==> src/rtl/game_pkg.sv <==
// EatUp game sequencer: shared state encoding and defaults.
// Imported by the control block and its bus interface.
package game_pkg;

  typedef enum logic [1:0] {
    MENU  = 2'd0,
    RUN   = 2'd1,
    PAUSE = 2'd2,
    OVER  = 2'd3
  } state_t;

  localparam int LIVES_W          = 3;
  localparam int DEF_MOVE_DIV     = 4;
  localparam int DEF_LIVES        = 3;
  localparam int DEF_GRACE_FRAMES = 60;
  localparam int DEF_OVER_FRAMES  = 120;
  localparam int DEF_SCORE_W      = 10;

  // {menu, run, pause, over}
  function automatic logic [3:0] state_oh(
    input state_t s
  );
    logic [3:0] r;
    r = 4'b0000;
    unique case (s)
      MENU:    r = 4'b1000;
      RUN:     r = 4'b0100;
      PAUSE:   r = 4'b0010;
      OVER:    r = 4'b0001;
      default: r = 4'b1000;
    endcase
    return r;
  endfunction

endpackage

==> src/rtl/game_state_ctrl_if.sv <==
// Button/event inputs and state/score outputs
// of the game sequencer.
interface game_state_ctrl_if
  import game_pkg::*;
#(
  parameter int SCORE_W = DEF_SCORE_W
) ();

  logic               btn_start;
  logic               btn_pause;
  logic               frame_tick;
  logic               hit;
  logic               eat;
  logic               gamemenu;
  logic               gamerun;
  logic               gamepause;
  logic               gameover;
  logic               move_tick;
  logic [SCORE_W-1:0] score;
  logic [LIVES_W-1:0] lives;
  logic               invuln;

  modport master (
    output btn_start, btn_pause,
    output frame_tick, hit, eat,
    input  gamemenu, gamerun,
    input  gamepause, gameover,
    input  move_tick, score,
    input  lives, invuln
  );

  modport slave (
    input  btn_start, btn_pause,
    input  frame_tick, hit, eat,
    output gamemenu, gamerun,
    output gamepause, gameover,
    output move_tick, score,
    output lives, invuln
  );

endinterface

==> src/rtl/btn_edge.sv <==
// Button synchronizer with rising-edge detect.
// The edge pulse is valid in the cycle after the second sync flop.
module btn_edge (
  input  logic clk,
  input  logic rst_n,
  input  logic din,
  output logic rise
);

  logic [2:0] sr;

  // Reset high so a button held through reset gives no edge.
  always_ff @(posedge clk or negedge rst_n) begin
    if (!rst_n) begin
      sr <= 3'b111;
    end else begin
      sr <= {sr[1:0], din};
    end
  end

  assign rise = sr[1] & ~sr[2];

endmodule

==> src/rtl/game_state_ctrl.sv <==
// EatUp game sequencer: menu/run/pause/over FSM,
// movement pacing, score and lives bookkeeping.
module game_state_ctrl
  import game_pkg::*;
#(
  parameter int MOVE_DIV     = DEF_MOVE_DIV,
  parameter int LIVES        = DEF_LIVES,
  parameter int GRACE_FRAMES = DEF_GRACE_FRAMES,
  parameter int OVER_FRAMES  = DEF_OVER_FRAMES,
  parameter int SCORE_W      = DEF_SCORE_W
) (
  input logic              clk,
  input logic              rst_n,
  game_state_ctrl_if.slave bus
);

  localparam int DIV_W =
    (MOVE_DIV > 1) ? $clog2(MOVE_DIV) : 1;
  localparam int GR_W =
    (GRACE_FRAMES > 0) ?
    $clog2(GRACE_FRAMES + 1) : 1;
  localparam int OV_W =
    (OVER_FRAMES > 0) ?
    $clog2(OVER_FRAMES + 1) : 1;

  localparam logic [DIV_W-1:0] DIV_LAST =
    DIV_W'(MOVE_DIV - 1);
  localparam logic [GR_W-1:0] GR_LOAD =
    GR_W'(GRACE_FRAMES);
  localparam logic [OV_W-1:0] OV_LOAD =
    OV_W'(OVER_FRAMES);
  localparam logic [LIVES_W-1:0] LV_LOAD =
    LIVES_W'(LIVES);

  logic               start_e;
  logic               pause_e;
  state_t             state;
  logic [3:0]         oh;
  logic               move_tick;
  logic [DIV_W-1:0]   div;
  logic [GR_W-1:0]    grace;
  logic [OV_W-1:0]    over_cnt;
  logic [SCORE_W-1:0] score;
  logic [LIVES_W-1:0] lives;
  logic               hit_ok;
  logic               fatal;

  btn_edge u_start (
    .clk  (clk),
    .rst_n(rst_n),
    .din  (bus.btn_start),
    .rise (start_e)
  );

  btn_edge u_pause (
    .clk  (clk),
    .rst_n(rst_n),
    .din  (bus.btn_pause),
    .rise (pause_e)
  );

  assign hit_ok = bus.hit && (grace == '0);
  assign fatal  = hit_ok &&
                  (lives == LIVES_W'(1));

  always_ff @(posedge clk or negedge rst_n) begin
    if (!rst_n) begin
      state     <= MENU;
      oh        <= state_oh(MENU);
      move_tick <= 1'b0;
      div       <= '0;
      grace     <= '0;
      over_cnt  <= '0;
      score     <= '0;
      lives     <= LV_LOAD;
    end else begin
      move_tick <= 1'b0;
      unique case (state)
        MENU: begin
          if (start_e) begin
            state <= RUN;
            oh    <= state_oh(RUN);
            score <= '0;
            lives <= LV_LOAD;
            div   <= '0;
            grace <= '0;
          end
        end
        RUN: begin
          if (bus.frame_tick) begin
            if (div == DIV_LAST) begin
              div       <= '0;
              move_tick <= 1'b1;
            end else begin
              div <= div + 1'b1;
            end
          end
          if (bus.eat && (score != '1)) begin
            score <= score + 1'b1;
          end
          // A fresh hit reloads grace over the frame decrement.
          if (hit_ok && !fatal) begin
            lives <= lives - 1'b1;
            grace <= GR_LOAD;
          end else if (bus.frame_tick &&
                       (grace != '0)) begin
            grace <= grace - 1'b1;
          end
          if (fatal) begin
            lives    <= '0;
            state    <= OVER;
            oh       <= state_oh(OVER);
            over_cnt <= OV_LOAD;
          end else if (pause_e) begin
            state <= PAUSE;
            oh    <= state_oh(PAUSE);
          end
        end
        PAUSE: begin
          if (pause_e || start_e) begin
            state <= RUN;
            oh    <= state_oh(RUN);
          end
        end
        OVER: begin
          if (start_e ||
              (bus.frame_tick &&
               (over_cnt <= OV_W'(1)))) begin
            state    <= MENU;
            oh       <= state_oh(MENU);
            over_cnt <= '0;
          end else if (bus.frame_tick) begin
            over_cnt <= over_cnt - 1'b1;
          end
        end
        default: begin
          state <= MENU;
          oh    <= state_oh(MENU);
        end
      endcase
    end
  end

  assign bus.gamemenu  = oh[3];
  assign bus.gamerun   = oh[2];
  assign bus.gamepause = oh[1];
  assign bus.gameover  = oh[0];
  assign bus.move_tick = move_tick;
  assign bus.score     = score;
  assign bus.lives     = lives;
  assign bus.invuln    = (grace != '0);

endmodule

==> src/flat_wrapper.sv <==
// flat-port wrapper written by rule: the top's interface ports become plain ports
module game_state_ctrl_flat import game_pkg::*;
#(
  parameter int MOVE_DIV     = DEF_MOVE_DIV,
  parameter int LIVES        = DEF_LIVES,
  parameter int GRACE_FRAMES = DEF_GRACE_FRAMES,
  parameter int OVER_FRAMES  = DEF_OVER_FRAMES,
  parameter int SCORE_W      = DEF_SCORE_W
)
  (clk, rst_n, bus_btn_start, bus_btn_pause, bus_frame_tick, bus_hit, bus_eat, bus_gamemenu, bus_gamerun, bus_gamepause, bus_gameover, bus_move_tick, bus_score, bus_lives, bus_invuln);
  game_state_ctrl_if #(.SCORE_W(SCORE_W)) bus_i ();
  input logic clk;
  input logic rst_n;
  input wire logic [$bits(bus_i.btn_start)-1:0] bus_btn_start;
  input wire logic [$bits(bus_i.btn_pause)-1:0] bus_btn_pause;
  input wire logic [$bits(bus_i.frame_tick)-1:0] bus_frame_tick;
  input wire logic [$bits(bus_i.hit)-1:0] bus_hit;
  input wire logic [$bits(bus_i.eat)-1:0] bus_eat;
  output wire logic [$bits(bus_i.gamemenu)-1:0] bus_gamemenu;
  output wire logic [$bits(bus_i.gamerun)-1:0] bus_gamerun;
  output wire logic [$bits(bus_i.gamepause)-1:0] bus_gamepause;
  output wire logic [$bits(bus_i.gameover)-1:0] bus_gameover;
  output wire logic [$bits(bus_i.move_tick)-1:0] bus_move_tick;
  output wire logic [$bits(bus_i.score)-1:0] bus_score;
  output wire logic [$bits(bus_i.lives)-1:0] bus_lives;
  output wire logic [$bits(bus_i.invuln)-1:0] bus_invuln;
  assign bus_i.btn_start = bus_btn_start;
  assign bus_i.btn_pause = bus_btn_pause;
  assign bus_i.frame_tick = bus_frame_tick;
  assign bus_i.hit = bus_hit;
  assign bus_i.eat = bus_eat;
  assign bus_gamemenu = bus_i.gamemenu;
  assign bus_gamerun = bus_i.gamerun;
  assign bus_gamepause = bus_i.gamepause;
  assign bus_gameover = bus_i.gameover;
  assign bus_move_tick = bus_i.move_tick;
  assign bus_score = bus_i.score;
  assign bus_lives = bus_i.lives;
  assign bus_invuln = bus_i.invuln;
  game_state_ctrl #(.MOVE_DIV(MOVE_DIV), .LIVES(LIVES), .GRACE_FRAMES(GRACE_FRAMES), .OVER_FRAMES(OVER_FRAMES), .SCORE_W(SCORE_W)) u_core (.clk(clk), .rst_n(rst_n), .bus(bus_i));
endmodule
==> config.mk <==
export PLATFORM = sky130hd
export DESIGN_NAME = game_state_ctrl_flat
export DESIGN_NICKNAME = d
export VERILOG_FILES = /design/src/rtl/game_pkg.sv /design/src/rtl/game_state_ctrl_if.sv /design/src/rtl/btn_edge.sv /design/src/rtl/game_state_ctrl.sv /design/src/flat_wrapper.sv
export SDC_FILE = /design/constraint.sdc
export NUM_CORES = 1
export LEC_CHECK = 0
export ABC_AREA = 1
export CORE_MARGIN = 1
export CORE_UTILIZATION = 37
export CTS_CLUSTER_SIZE = 20
export DETAILED_ROUTE_END_ITERATION = 7
export GPL_TIMING_DRIVEN = 1
export PLACE_DENSITY_LB_ADDON = 0.3
export SYNTH_ARGS = -nofsm -noshare
export SYNTH_HDL_FRONTEND = slang
export SYNTH_HIERARCHICAL = 1
export SYNTH_SLANG_ARGS = --single-unit
export TNS_END_PERCENT = 5
==> constraint.sdc <==
create_clock -name clk -period 1.89 [get_ports clk]
set_clock_uncertainty 0.2 [all_clocks]
set_input_delay 0.378 -clock clk [delete_from_list [all_inputs] [get_ports clk]]
set_output_delay 0.378 -clock clk [all_outputs]
set_load 0.005 [all_outputs]
# [Word level (Yosys, flattened, before mapping)]
# Cells that the tools add are included.
[totals] reg_bits=41 inputBits=7 output_inout_bits=19 word_cells=90
[op_classes] n_addsub=5 n_lt_le_gt_ge=1 eq_ne=16 n_mux=34 n_bitwise=4 n_reduce_logical=20
[ops] operator="2-to-1 mux 7 bit" count=3
[ops] operator="2-to-1 mux 10 bit" count=2
[ops] operator="2-to-1 mux 4 bit" count=5
[ops] operator="one-hot mux 10 bit (2 select lines)" count=1
[ops] operator="2-to-1 mux 6 bit" count=3
[ops] operator="2-to-1 mux 2 bit" count=8
[ops] operator="one-hot mux 4 bit (4 select lines)" count=1
[ops] operator="AND reduction 3 bit" count=5
[ops] operator="one-hot mux 7 bit (2 select lines)" count=1
[ops] operator="one-hot mux 6 bit (2 select lines)" count=1
[ops] operator="adder 10 x 1 -> 10 bit, second input constant" count=1
[ops] operator="inequality test 10 bit, second input constant" count=1
[ops] operator="inequality test 2 x 1 -> 1 bit, second input constant" count=5
[ops] operator="2-to-1 mux 3 bit" count=3
[ops] operator="inequality test 3 x 1 -> 1 bit, second input constant" count=3
[ops] operator="one-hot mux 2 bit (4 select lines)" count=1
[ops] operator="less-or-equal comparator 7 x 1 -> 1 bit, second input constant" count=1
[ops] operator="subtractor 7 x 1 -> 7 bit, second input constant" count=1
[ops] operator="equality test 2 bit, second input constant" count=3
[ops] operator="logical AND 1 bit" count=6
[ops] operator="zero test 6 bit" count=1
[ops] operator="one-hot mux 3 bit (2 select lines)" count=1
[ops] operator="nonzero test 6 bit" count=1
[ops] operator="subtractor 6 x 1 -> 6 bit, second input constant" count=1
[ops] operator="15 further kinds" count=21

# [Longest topological paths before layout]
# Gate-level depths: netlist (run 1).
[depth] depth_word=8 ltp_mapped=11 depth_no_buf=11

# [Modules after synthesis]
# Netlist (run 1), hierarchy kept.
[by_module_without_submodules] mod="game_state_ctrl" n_inst=1 cells_each=268 area_per_inst_um2=2117.0
[by_module_without_submodules] mod="btn_edge" n_inst=2 cells_each=5 area_per_inst_um2=88.8

# [Worst setup path after synthesis (run 1)]
# Ideal clock, no wire load.
[synth_path] path_kind="register to register" startpoint="register u_core.lives[0], in the netlist u_core/bus.lives[0]" endpoint="register u_core.oh[0]" setup_ns=0.120 arrival_time_ns=1.514 required_ns=1.570 setup_slack_ns=0.056 path_stages_with_launch=11 n_path_buf=0 path_cell_list="dfstp_2 -> ha_1 -> inv_1 -> nor2_1 -> nand4_1 -> nand2_1 -> nand2_1 -> nand2_2 -> nand3_1 -> nand2_1 -> nand2_1"
[synth_via] elab_chain_len=4 word_cells_on_any_way=6 classes_between="eq/ne (2); mux (2); reduce/logical (2)"
[synth_rtl] item="from (decl)" line="game_state_ctrl.sv:44" source="logic [LIVES_W-1:0] lives;"
[synth_rtl] item="from (signal assigned)" line="game_state_ctrl.sv:103" source="lives <= lives - 1'b1;"
[synth_rtl] item="equality test 3 x 1 -> 1 bit (*)" line="game_state_ctrl.sv:64" source="(lives == LIVES_W'(1));"
[synth_rtl] item="logical AND 1 bit (*)" line="game_state_ctrl.sv:63" source="assign fatal = hit_ok &&"
[synth_rtl] item="inequality test 3 x 1 -> 1 bit (no source line) / 2-to-1 mux 4 bit (equally long branches)"
[synth_rtl] item="AND reduction 4 bit (no source line) / one-hot mux 4 bit (4 select lines) (equally long branches)"
[synth_rtl] item="to (signal assigned)" line="game_state_ctrl.sv:69" source="oh <= state_oh(MENU);"
[synth_rtl] item="to (signal assigned)" line="game_state_ctrl.sv:82" source="oh <= state_oh(RUN);"
[synth_rtl] item="to (signal assigned)" line="game_state_ctrl.sv:112" source="oh <= state_oh(OVER);"
[synth_rtl] item="to (decl)" line="game_state_ctrl.sv:38" source="logic [3:0] oh;"
# Every way passes the cells marked *; elsewhere a longest branch is shown, timed or not.
# A chain may end at the register's enable or synchronous reset.

# [Final worst setup path (run 1)]
[layout_path] startpoint="register u_core.grace[1]" endpoint="register u_core.oh[1]"
[layout_via] elab_chain_len=5 word_cells_on_any_way=7 classes_between="eq/ne (1); mux (2); reduce/logical (4)"
[layout_rtl] item="from (decl)" line="game_state_ctrl.sv:41" source="logic [GR_W-1:0] grace;"
[layout_rtl] item="from (signal assigned)" line="game_state_ctrl.sv:107" source="grace <= grace - 1'b1;"
[layout_rtl] item="zero test 6 bit (*)" line="game_state_ctrl.sv:62" source="assign hit_ok = bus.hit && (grace == '0);"
[layout_rtl] item="logical AND 1 bit (*)" line="game_state_ctrl.sv:62"
[layout_rtl] item="logical AND 1 bit (*)" line="game_state_ctrl.sv:63"
[layout_rtl] item="inequality test 3 x 1 -> 1 bit (no source line) / 2-to-1 mux 4 bit (equally long branches)"
[layout_rtl] item="AND reduction 4 bit (no source line) / one-hot mux 4 bit (4 select lines) (equally long branches)"
# Marks and branches as above.

==> results of run 1 <==
## critical path: cells and delay by family, from the launching register on
family,cells,cell delay [ps]
buffers and inverters,3,300
adders and majority gates,1,150
DFF,1,400
and+or+nand+nor,8,760
## how the worst max path moves through the flow
stage	end	from	cells after the start	slack, ps
CTS	bus_invuln	u_core/grace[1]	6	-80
global route	u_core/oh[2]	u_core/grace[1]	12	-90
finish	u_core/oh[1]	u_core/grace[1]	12	30
detailed placement	u_core/state[0]	bus_hit	8	-60
global placement	u_core/oh[0]	bus_hit	8	-50
floorplan	u_core/oh[0]	u_core/bus.lives[0]	10	60
## where the power goes
part | switching [mW] | leakage (nW) | internal (mW) | total (mW)
registers | 0.229 | 0.501 | 1.14 | 1.37
logic | 1.23 | 0.853 | 0.980 | 2.21
clock network | 0.309 | 0.0540 | 0.384 | 0.693
total | 1.77 | 1.41 | 2.51 | 4.27
## layer usage
layer / vias up / global-route usage, %
met3: 7 / 4.04
met5: - / 0
met1: 900 / 22.6
met4: 0 / 5.89
met2: 22 / 25.7
li1: 1011 / -
## flip-flops by register name, summed over array words and instances, names as in the netlist
signal / cells
u_core/div: 2
u_core/state: 2
u_core/u_pause/sr: 3
u_core/bus.score: 10
u_core/oh: 4
u_core/bus.lives: 3
u_core/bus.move_tick: 1
u_core/over_cnt: 7
u_core/u_start/sr: 3
u_core/grace: 6
## metrics by stage
step | std cells | utilization (%) | setup slack (ps)
2_1_floorplan | 278 | - | 55.9
3_3_place_gp | 396 | 46.4 | -48.8
3_5_place_dp | 396 | 46.4 | -63.0
4_1_cts | 405 | 48.6 | -83.1
5_1_grt | 407 | 50.5 | -91.9
6_report | 407 | 50.5 | 29.9
## Yosys cell counts, drive strengths merged
cell / count / area share (%)
dfrtp: 32 / 35
nor2: 29 / 5.7
xor2: 10 / 3.8
inv: 37 / 6.1
nand3b: 2 / 0.65
buf: 2 / 0.98
clkinv: 1 / 0.16
ha: 8 / 4.4
nand3: 15 / 3.7
nand4: 11 / 3.0
o31ai: 1 / 0.33
nor3: 3 / 0.65
and2: 1 / 0.27
o21a: 2 / 0.65
or2: 3 / 0.82
o21ai: 21 / 5.7
o21bai: 1 / 0.33
a22oi: 2 / 0.65
clkbuf: 1 / 0.16
dfstp: 9 / 10
xnor2: 2 / 0.76
a21oi: 10 / 2.3
nand2: 73 / 13
o211ai: 1 / 0.33
a31oi: 1 / 0.27
## kinds of logic (layout without fill, tap and decap cells)
logic type                 Yosys count  count (layout)
xor gates and xnor gates            12              12
adders and majority gates            8               8
DFF                                 41              41
AOI/OAI and AO/OA                   39              39
and+or+nand+nor                    137             137
buffers and inverters               41              95
## what timing repair did
item	CTS	global route
setup buffers	1	2
hold endpoints to repair	32	0
gates resized for setup	11	27
hold buffers	1	0
pin swaps	1	6
setup endpoints to repair	6	34
## cell type report
| type | instances | area (µm²) | area share, % |
|---|---|---|---|
| Timing Repair Buffer | 50 | 439 | 14.6 |
| Inverter | 38 | 143 | 4.74 |
| Tap cell | 75 | 93.8 | 3.12 |
| Multi-Input combinational cell | 196 | 1190 | 39.5 |
| Clock inverter | 2 | 35.0 | 1.16 |
| Clock buffer | 5 | 68.8 | 2.29 |
| Sequential cell | 41 | 1040 | 34.6 |
==> qor.log, run 1 <==
[power] Leak 1.41 nW
[place] I/O Buffers 25
[global_route] vias in the first global route 1766
[cts] # clock sinks 41
[worst_setup_path] beginning of the worst register-to-register path u_core/grace[1]
[die] vertical extent of the die 80.8 µm
[sta] worst hold margin 157 ps
[synth] simple-gate portion of the synthesized area 27.9%
[synth] synthesized area per cell 8.25 µm²
[synth] Synth Net Count 293
[cts] buffer depth of the longest clock path 2
[final_layout] most common library cell in the layout ignoring fill and taps sky130_fd_sc_hd__nand2_1
[sta] final hold vios 0
[worst_setup_path] cell occurring most often along the worst timing path sky130_fd_sc_hd__nand2_2
[die] initial core utilization 38.5%
[hold_path] Cells on Worst Hold Path 0
[cts] buffer type at the clock tree root sky130_fd_sc_hd__clkbuf_8
[global_route] largest net degree at the start of global routing 42
[detailed_routing] sum of met3 wire segment lengths after detailed routing 132 µm
[outcome] outcome finished, final reports clean
[detailed_routing] met2 routed wirelength 2250 µm
[worst_setup_path] chain of cells forming the critical path inv_2, ha_4, nand2_4, nor2_4, buf_6, nand4_1, nand2_2, nand2_2, nand2_2, buf_6, nand4_1, nand2_1
[sta] final max-slew violation count 0
[place] global placement routability congestion 0.832
[synth] synthesized-area fraction occupied by ao, oa, aoi and oai cells 10.6%
[die] number of placed I/O pins 26
[synth] warnings from Yosys 6
[final_layout] commonest cells after routing, fill and taps aside sky130_fd_sc_hd__nand2_1, sky130_fd_sc_hd__dfrtp_1, sky130_fd_sc_hd__inv_1
[cts] post-CTS clock slew at the launch and capture registers of the worst setup and hold paths 80 ps
[cts] number of CTS-inserted buffers 5
[worst_setup_path] minimum setup slack among reg-to-reg paths 30 ps
[worst_setup_path] Worst setup SP type register
[worst_setup_path] Critical-path top delay cell sky130_fd_sc_hd__dfrtp_1
[final_layout] fill cell instance count of the final layout 604
[die] Core Box Area 0.00596 mm²
[detailed_routing] routed wire length per instance 12.0 µm
[global_route] number of antenna violations at the first check in global routing 0
[hold_path] path category of the worst min-delay check reg -> reg
[worst_setup_path] depth of the worst register-to-register path 12
[synth] multiplexer share of the synthesized area 0%
[detailed_routing] antenna-violating nets left 0
[power] Tot Pwr 4.27 mW
[worst_setup_path] Crit. End Element register
[power] PD cells 1420 mW/mm²
[sta] final critical delay including setup and external delays 1860 ps
[synth] area of the mapped netlist 0.00229 mm²
[cts] clock latency of the later-clocked register in the worst-skew pair 300 ps
[worst_setup_path] WP data required 1930 ps
[global_route] total congestion overflow 0
[final_layout] synthesis-to-finish area growth 31.1%
[sta] final cycle utilization of the critical path 98.4%
[synth] synthesized-area fraction occupied by xor and xnor cells 4.58%
[worst_setup_path] start-to-end type of the worst setup path reg -> reg
[worst_setup_path] Critical R2R Capture u_core/oh[1]
[sta] unrepaired setup endpoints after global routing true
[synth] post-synthesis share of cell area spent on full adders, half adders and majority gates 4.36%
[sta] Achievable Freq 538 MHz
[sta] total of endpoints with negative setup slack in the final report 0
[final_layout] layout cells sized above 1 26.5%
[global_route] wire length of the first global-routing pass 8170 µm
[synth] main combinational cell family by area after synthesis simple AND/OR/NAND/NOR gates
[hold_path] start point of the worst min-delay path u_core/u_start/sr[0]
[detailed_routing] first-pass detailed-route iteration total 5
[place] hpwl dp 3390 µm
[final_layout] count of inserted antenna diode cells 0
[synth] flop and latch count out of synthesis 41
[detailed_routing] top layer in use met4
[synth] number of unique standard cell types used by synthesis 36
[cts] H-tree depth 2
[die] Die Outline Area 0.00652 mm²
[synth] Mapped Cells 278
[global_route] total global-route track usage 16.6%
[run] maxcap violations 0
[detailed_routing] final wirelength 4900 µm
[cts] TritonCTS clock tree yes
[sta] post-route setup TNS 0 ps
[place] placed standard-cell area 0.00277 mm²
[detailed_routing] number of design rule violations left after detail routing 0
[final_layout] final instance area 0.00301 mm²
[detailed_routing] via count 1940
[sta] worst slew margin relative to its limit 65.6%
[worst_setup_path] Crit Path Max Fanout 5
[worst_setup_path] WP data arrival 1900 ps
[worst_setup_path] largest stage delay on the critical path 400 ps
[final_layout] number of nets at the end of the flow 347
[synth] Seq/Total Area, Yosys 45.2%
[detailed_routing] vias per cell 4.77
[detailed_routing] DRC marker count from the first detailed-route iteration 92
[die] number of cell rows 28
[detailed_routing] wire length on met1 2440 µm
[hold_path] endpoint of the worst hold-timing path u_core/u_start/sr[1]
[power] peak ir drop on the vdd network 0.534 mV
[sta] slew at the pin closest to its max-slew limit 516 ps
[die] horizontal extent of the die 80.8 µm
(Power assumes the default switching activity.)
==> inputs of run 2 (changes only) <==
==> constraint.sdc (replaced) <==
create_clock -name clk -period 1.89 [get_ports clk]
set_clock_uncertainty 0.2 [all_clocks]
set_input_delay 0.378 -clock clk [delete_from_list [all_inputs] [get_ports clk]]
set_output_delay 0.378 -clock clk [all_outputs]
set_load 0.05 [all_outputs]
==> run 2 against run 1 <==
Clock power grew 4.6%; cell count is 0.74% higher; via count is 1.8% higher; combinational power up 22%; sequential cell count did not move; first-iteration DRC count is 1.1% higher; largest power group unchanged; non-clock buffer count up 2; fmax is 1.5% lower; count of clock-buffer cells in the layout did not move.
==> qor.log, run 2 (synthesis results as in run 1) <==
[detailed_routing] number of design rule violations left after detail routing 0
[place] I/O Buffers 25
[cts] # clock sinks 41
[sta] worst slew margin relative to its limit 70.6%
[detailed_routing] final wirelength 5040 µm
[global_route] number of antenna violations at the first check in global routing 0
[final_layout] multi-input gate area in the final layout 0.00119 mm²
[power] Tot Pwr 4.81 mW
[sta] final hold vios 0
[cts] post-CTS clock slew at the launch and capture registers of the worst setup and hold paths 80 ps
[final_layout] filler-free cell count of the finished design 410
[worst_setup_path] start-to-end type of the worst setup path reg -> out
[sta] slew at the pin closest to its max-slew limit 442 ps
[global_route] total global-route track usage 17.1%
[place] minimum setup slack after placement -27.7 ps
[power] PD cells 1510 mW/mm²
[cts] TritonCTS clock tree yes
[final_layout] layout cells sized above 1 32.5%
[final_layout] fill cell instance count of the final layout 555
[final_layout] final instance area 0.00318 mm²
[worst_setup_path] Crit Path Max Fanout 2
[worst_setup_path] WP data required 1310 ps
[die] initial core utilization 38.5%
[final_layout] commonest cells after routing, fill and taps aside sky130_fd_sc_hd__nand2_1, sky130_fd_sc_hd__buf_4, sky130_fd_sc_hd__dfrtp_1
[die] Die Outline Area 0.00652 mm²
[detailed_routing] DRC marker count from the first detailed-route iteration 93
[worst_setup_path] Crit. End Element output pin
[place] global placement routability congestion 0.832
[cts] number of CTS-inserted buffers 5
[sta] total of endpoints with negative setup slack in the final report 0
[cts] H-tree depth 2
[cts] clock latency of the later-clocked register in the worst-skew pair 300 ps
[global_route] wire length of the first global-routing pass 8480 µm
[worst_setup_path] largest stage delay on the critical path 400 ps
[place] placed standard-cell area 0.00290 mm²
[die] Core Box Area 0.00596 mm²
[detailed_routing] antenna-violating nets left 0
[final_layout] count of inserted antenna diode cells 0
[final_layout] largest registers u_core/bus.score x10, u_core/over_cnt x7, u_core/grace x6
[sta] fin worst setup slack 1.94 ps
[global_route] largest net degree at the start of global routing 24
[run] maxcap violations 0
[sta] final cycle utilization of the critical path 99.9%
[die] vertical extent of the die 80.8 µm
[worst_setup_path] Worst setup SP type register
[final_layout] register area 0.00104 mm²
[global_route] total congestion overflow 0
[sta] post-route setup TNS 0 ps
[sta] worst hold margin 160 ps
[power] Leak 1.47 nW
[sta] unrepaired setup endpoints after global routing true
[die] horizontal extent of the die 80.8 µm
[worst_setup_path] Critical-path top delay cell sky130_fd_sc_hd__dfrtp_1
[global_route] vias in the first global route 1858
[cts] buffer type at the clock tree root sky130_fd_sc_hd__clkbuf_8
[sta] final max-slew violation count 0
[final_layout] number of nets at the end of the flow 349
[sta] Achievable Freq 530 MHz
[worst_setup_path] chain of cells forming the critical path inv_2, ha_4, nand2_4, nor2_4, nand2_2, buf_12
[detailed_routing] routed wire length per instance 12.3 µm
[die] number of cell rows 28
[place] instance count after placement with tap cells included 392
[final_layout] most common library cell in the layout ignoring fill and taps sky130_fd_sc_hd__nand2_1
[detailed_routing] vias per cell 4.81
[detailed_routing] first-pass detailed-route iteration total 4
[detailed_routing] via count 1974
[final_layout] end-of-flow core utilization 53.4%
[worst_setup_path] WP data arrival 1310 ps
[final_layout] register with the most flip-flops u_core/bus.score
[sta] final critical delay including setup and external delays 1890 ps
[place] hpwl dp 3520 µm
[die] number of placed I/O pins 26
[cts] buffer depth of the longest clock path 2
[final_layout] synthesis-to-finish area growth 38.5%
[final_layout] Largest register FFs 10
[hold_path] path category of the worst min-delay check reg -> reg
[power] peak ir drop on the vdd network 0.946 mV
[outcome] outcome finished, final reports clean
## run 2: cell count changes in the layout (fill, tap and decap cells not counted), moves of 3 or more
cell	before	now
sky130_fd_sc_hd__buf_12	0	15
sky130_fd_sc_hd__clkdlybuf4s50_1	18	5
sky130_fd_sc_hd__buf_4	22	30
sky130_fd_sc_hd__dlygate4sd2_1	3	0
## run 2: worst paths after layout
| path | startpoint | end | slack [ps] | cells past startpoint |
|---|---|---|---|---|
| max in group asynchronous | rst_n | u_core/u_start/sr[0] | 580 | 3 |
| min in group asynchronous | rst_n | u_core/over_cnt[3] | 360 | 2 |
| min reg2reg | u_core/u_pause/sr[0] | u_core/u_pause/sr[1] | 160 | 0 |
| max | u_core/grace[0] | bus_invuln | 2 | 6 |
| min | u_core/u_pause/sr[0] | u_core/u_pause/sr[1] | 160 | 0 |
| max reg2reg | u_core/grace[0] | u_core/over_cnt[1] | 60 | 9 |
## run 2: metal layers
layer / part of all wire [%] / vias to the layer above / routed length [µm] / global-route usage [%]
li1: - / 1013 / - / -
met1: 46 / 931 / 2320 / 22.3
met2: 50 / 22 / 2520 / 27.9
met3: 2.5 / 8 / 124 / 2.70
met4: 1.4 / 0 / 72 / 8.04
met5: 0 / - / 0 / 0
## run 2: area by class of cell
type | instances | area share [%]
well taps | 75 | 2.95
flip-flops and latches | 41 | 32.8
clock buffers | 5 | 2.17
inverters | 38 | 4.49
multi-input cells | 196 | 37.6
repair buffers | 52 | 18.6
clock inverters | 3 | 1.46
## run 2: power breakdown
group	switching, mW	internal [mW]	total (mW)	leakage (nW)
Sequential	0.245	1.15	1.39	0.500
Clock	0.329	0.395	0.725	0.0543
Combinational	1.58	1.11	2.70	0.917
Total	2.16	2.66	4.81	1.47
## run 2: repair_timing
action                                 CTS  global route
pin swaps                                3            10
hold buffers                             1             0
endpoints found under the hold margin   12             0
gates resized for setup                  8            13
setup buffers                            5             4
setup endpoints to repair                1            33
## run 2: critical path: cells and delay by family, from the launching register on
kind | cells | cell delay [ps]
simple gates | 3 | 220
flops | 1 | 400
fa+ha+maj | 1 | 150
buf+inv | 2 | 250
